File: config.mk
export PLATFORM = sky130hd
export DESIGN_NAME = cpu_run_ctrl
export DESIGN_NICKNAME = d
export VERILOG_FILES = /design/src/rtl/cpu_run_pkg.sv /design/src/rtl/cpu_run_wdog_cnt.sv /design/src/rtl/cpu_run_ctrl.sv
export SDC_FILE = /design/constraint.sdc
export NUM_CORES = 1
export LEC_CHECK = 0
export CORE_MARGIN = 2
export CORE_UTILIZATION = 51
export CTS_CLUSTER_SIZE = 10
export DETAILED_ROUTE_END_ITERATION = 6
export PLACE_DENSITY = 0.86
export SLEW_MARGIN = 5
export SYNTH_ARGS = -nofsm -noshare
export SYNTH_HDL_FRONTEND = slang
export SYNTH_SLANG_ARGS = --single-unit
File: constraint.sdc
create_clock -name clk -period 4.8 [get_ports clk]
set_input_delay 1.2 -clock clk [delete_from_list [all_inputs] [get_ports clk]]
set_output_delay 1.2 -clock clk [all_outputs]
set_load 0.02 [all_outputs]
File: src/rtl/cpu_run_pkg.sv
// Shared types and defaults for the CPU run controller.
package cpu_run_pkg;

  typedef enum logic [2:0] {
    IDLE,
    HOLD_RST,
    RUN,
    HALTED,
    TIMEOUT
  } run_state_t;

  localparam int RESET_CYCLES_DEF = 5;
  localparam int MAX_CYCLES_DEF   = 2000;

endpackage

File: src/rtl/cpu_run_wdog_cnt.sv
// Saturating RUN-cycle counter with clear, enable and
// terminal-count flag at MAX_CYCLES-1.
module cpu_run_wdog_cnt #(
  parameter int MAX_CYCLES = 2000,
  parameter int CNT_W      = 16
) (
  input  logic             clk,
  input  logic             reset,
  input  logic             clr,
  input  logic             en,
  output logic [CNT_W-1:0] count,
  output logic             tc
);

  localparam logic [CNT_W-1:0] LAST = CNT_W'(MAX_CYCLES - 1);
  localparam logic [CNT_W-1:0] TOP  = CNT_W'(MAX_CYCLES);

  always_ff @(posedge clk or negedge reset) begin
    if (!reset)
      count <= '0;
    else if (clr)
      count <= '0;
    else if (en && count != TOP)
      count <= count + 1'b1;
  end

  assign tc = (count == LAST);

endmodule

File: src/rtl/cpu_run_ctrl.sv
// Host-side run controller: CPU reset sequencing, cycle budget, halt detect.
// Optional CPU_RUN_AUTOSTART_EN: start a run on the first edge after reset.
module cpu_run_ctrl
  import cpu_run_pkg::*;
#(
  parameter int RESET_CYCLES = RESET_CYCLES_DEF,
  parameter int MAX_CYCLES   = MAX_CYCLES_DEF,
  parameter int CNT_W        = 16
) (
  input  logic             clk,
  input  logic             reset,
  input  logic             start,
  input  logic             cpu_halt,
  output logic             cpu_reset,
  output logic             busy,
  output logic             done,
  output logic             timed_out,
  output logic [CNT_W-1:0] cycle_count
);

  localparam int HOLD_N = (RESET_CYCLES < 1) ? 1 : RESET_CYCLES;
  localparam int HW     = $clog2(HOLD_N + 1);
  localparam logic [HW-1:0] HOLD_LAST = HW'(HOLD_N - 1);

  run_state_t    state;
  logic [HW-1:0] hold_cnt;
  logic          go;
  logic          rearm;
  logic          cnt_en;
  logic          tc;

`ifdef CPU_RUN_AUTOSTART_EN
  logic arm;

  // One-shot pseudo start for the first edge out of reset
  always_ff @(posedge clk or negedge reset) begin
    if (!reset)
      arm <= 1'b1;
    else
      arm <= 1'b0;
  end

  assign go = start | arm;
`else
  assign go = start;
`endif

  assign rearm  = go && (state == IDLE ||
                         state == HALTED ||
                         state == TIMEOUT);
  assign cnt_en = (state == RUN) && !cpu_halt;

  cpu_run_wdog_cnt #(
    .MAX_CYCLES (MAX_CYCLES),
    .CNT_W      (CNT_W)
  ) u_wdog (
    .clk   (clk),
    .reset (reset),
    .clr   (rearm),
    .en    (cnt_en),
    .count (cycle_count),
    .tc    (tc)
  );

  always_ff @(posedge clk or negedge reset) begin
    if (!reset) begin
      state     <= IDLE;
      cpu_reset <= 1'b1;
      busy      <= 1'b0;
      done      <= 1'b0;
      timed_out <= 1'b0;
      hold_cnt  <= '0;
    end else begin
      unique case (state)
        IDLE, HALTED, TIMEOUT: begin
          if (go) begin
            state     <= HOLD_RST;
            cpu_reset <= 1'b1;
            busy      <= 1'b1;
            done      <= 1'b0;
            timed_out <= 1'b0;
            hold_cnt  <= '0;
          end
        end
        HOLD_RST: begin
          hold_cnt <= hold_cnt + 1'b1;
          if (hold_cnt == HOLD_LAST) begin
            state     <= RUN;
            cpu_reset <= 1'b0;
          end
        end
        RUN: begin
          // Halt takes priority over the budget limit
          if (cpu_halt) begin
            state     <= HALTED;
            cpu_reset <= 1'b1;
            busy      <= 1'b0;
            done      <= 1'b1;
          end else if (tc) begin
            state     <= TIMEOUT;
            cpu_reset <= 1'b1;
            busy      <= 1'b0;
            done      <= 1'b1;
            timed_out <= 1'b1;
          end
        end
        default: state <= IDLE;
      endcase
    end
  end

endmodule
==> qor.yml <==
worst_setup_path:
  cp-startpoint: "cpu_halt"
  cp_data_arrival_time_ns: 3.22
  cp.depth: 6
  endpoint_kind: "flip-flop"
  crit_path_end: "u_wdog.count[10]"
  slowest_stage: "or4b_1"
  crit_required_ns: 4.98
  cp_slowest_stage_delay_ns: 0.70
  reg2reg_slack_ns: 2.55
  r2r_cells: 5
  path_cells: "clkdlybuf4s50_1 -> or4b_1 -> nor4_1 -> nand2_1 -> xor2_1 -> nor2_1"
  cp-start-kind: "input pin"
  path_class: "in -> reg"
  r2r_start: "state[2]"
  r2r-end: "u_wdog.count[10]"
  cp_num_buf_inv: 1
  cp_max_fo: 9
  crit_family: "simple AND/OR/NAND/NOR gates"
logic_synthesis:
  ys_seq_area_share_pct: 45.23
  synth.avg_cell_area_um2: 9.123
  synth_ff_type: "dfrtp_1"
  syn_nets: 166
  synthArstFlopShare_pct: 100.0
  ys_warn_count: 0
  synth-edff-count: 0
  ys_top_cells_by_area: "dfrtp_1 (43%), xnor2_1 (4.9%), nor2_1 (4.7%), nand2_1 (4.4%), ha_1 (3.5%)"
  ys_ff_latch: 26
  yosysTopAreaCell: "dfrtp_1"
  postSynthCellCount: 158
  synth_area_um2: 1441
  netlist.area_leader.share_pct: 43.40
  synth.distinct_cells: 42
clocking:
  cts.sinks: 26
  post_cts_resized: 0
  hold_buffers: 0
  cts_tree: "built"
  clk_path_buf_depth: 2
  clk_pin_slew_worst_paths_ns: 0.14
  clk-insertion-delay-late_ns: 0.33
  postCtsSetupBuffers: 0
  htreeDepth: 1
  tritoncts.num_buffers: 3
  clockRootBuffer: "clkbuf_4"
sta:
  slew_headroom_pct: 25.82
  tightest_slew_ns: 1.113
  grt_setup_unrepaired: "no"
  fin_crit_sh_pct: 63.27
  setup_viol: 0
  hold_viol_final: 0
  clock.fmax_ghz: 0.3293
  drv_slew: 0
  clock_skew_ns: 0.007727
  setup_tns_ns: 0
  fin_crit_ns: 3.037
pwr:
  power_density_nw_per_um2: 329.9
  p_leak_nw: 0.7361
  max-vdd-ir-drop_uv: 296.5
  power_w: 0.0005721
route:
  via_per_inst: 5.953
  dr.pass1.iters: 4
  post_drt_wl_per_cell_um: 14.77
  drc: 0
  wirelength_um: 3117
  drt-initial-drc-count: 49
  num_vias: 1256
  ant_nets: 0
worst_hold_path:
  hold_class: "reg -> reg"
  min-delay-start: "done"
cells_and_area:
  final_area_um2: 1734
  drive_gt1_share_pct: 5.556
  layout_common_cells: "dfrtp_1 (25), clkdlybuf4s50_1 (22), nor2_1 (18)"
  stdcell_count: 211
  nNetsFinal: 189
  antenna_cells: 0
  area_growth_pct: 20.31
  fill_cells: 243
  layout_commonest_cell: "dfrtp_1"
  multiInputGateArea_um2: 724.4
  ff_latch_area_um2: 651.9
global_routing:
  gr-total-overflow: 0
  grt_usage_pct: 20.47
  grt_antenna_before_repair: 0
  grt_pass1_vias: 1226
  grt_start_max_net_pins: 27
  grt_pass1_wl_um: 5299
placement:
  port_buffers: 23
  dp.cells: 207
  dpl_cell_area_um2: 1687
  gp_congestion: 0.8528
  hpwl_um: 2221
die:
  start_util_pct: 53.19
  io_pins: 24
  dieArea_um2: 3267
  die_w_um: 57.16
  fp-row-count: 19
  coreArea_um2: 2710
  die_h_um: 57.16
flow_run:
  drv_cap: 0
status:
  status: "finished, final reports clean"
[worst min-delay path by stage]
stage / end / slack, ns / cells past startpoint
floorplan: hold_cnt[2] / 0.45 / 1
global placement: done / 0.46 / 2
detailed placement: done / 0.47 / 2
CTS: done / 0.50 / 2
global route: hold_cnt[2] / 0.53 / 1
finish: done / 0.49 / 2
[synth_stat cells (2+ instances only)]
library cell  count
nand2b_1          2
clkbuf_1          3
xnor2_1           8
ha_1              4
o32ai_1           2
or3_1             2
nand3_1          10
nor4bb_1          2
nand2_1          17
nor3_1            4
and3_1            4
dfrtp_1          25
nor4_1            4
and4_1            2
nand4_1           2
a21oi_1           5
inv_1            11
xor2_1            4
nor2_1           18
o21ai_0           7
[per-stage QoR]
step | setup slack [ns] | hold WS (ns) | utilization (%)
after floorplan | 2.174 | 0.4507 | -
after global placement | 1.530 | 0.4597 | 62.23
after detailed placement | 1.449 | 0.4674 | 62.23
after CTS | 1.805 | 0.4964 | 64.17
after global routing | 1.724 | 0.5264 | 63.99
final | 1.763 | 0.4883 | 63.99
[power by group]
group / internal [W] / total [W] / switching (W)
registers: 0.000246 / 0.000274 / 0.0000282
logic: 0.0000659 / 0.000147 / 0.0000811
clock network: 0.0000845 / 0.000151 / 0.0000664
total: 0.000396 / 0.000572 / 0.000176
[final cells by class]
class | count | share of cell area [%]
clock buffers | 3 | 1.299
inverters | 11 | 2.381
well taps | 31 | 2.237
repair buffers | 23 | 12.99
flip-flops and latches | 26 | 37.59
clock inverters | 1 | 1.732
multi-input cells | 116 | 41.77
[worst register-to-register path, delay by kind of cell (launching register included)]
| kind | cells | cell delay, ns |
|---|---|---|
| flops | 1 | 0.53 |
| xor+xnor | 1 | 0.16 |
| simple gates | 4 | 1.42 |
[routing by layer]
| layer | vias up | global-route usage [%] | routed length, µm |
|---|---|---|---|
| li1 | 593 | - | - |
| met1 | 608 | 26.88 | 1412 |
| met2 | 49 | 34.81 | 1543 |
| met3 | 6 | 2.494 | 121 |
| met4 | 0 | 7.641 | 40 |
| met5 | - | 0 | 0 |
[registers in the layout, indices dropped and copies added, names as in the netlist]
| name | cells |
|---|---|
| hold_cnt | 3 |
| u_wdog.count | 16 |
| timed_out | 1 |
| cpu_reset | 1 |
| busy | 1 |
| state | 3 |
| done | 1 |
[logic make-up after synthesis]
| logic type | after synthesis | share of synthesized area [%] |
|---|---|---|
| buffers and inverters | 16 | 4.514 |
| flip-flops | 26 | 45.23 |
| AND/OR/NAND/NOR | 76 | 28.30 |
| XOR/XNOR | 12 | 7.292 |
| adder cells (fa/ha/maj) | 5 | 4.167 |
| AO/OA/AOI/OAI | 22 | 9.723 |
| multiplexers | 1 | 0.7812 |
No activity file was read; power rests on OpenSTA's default activity.
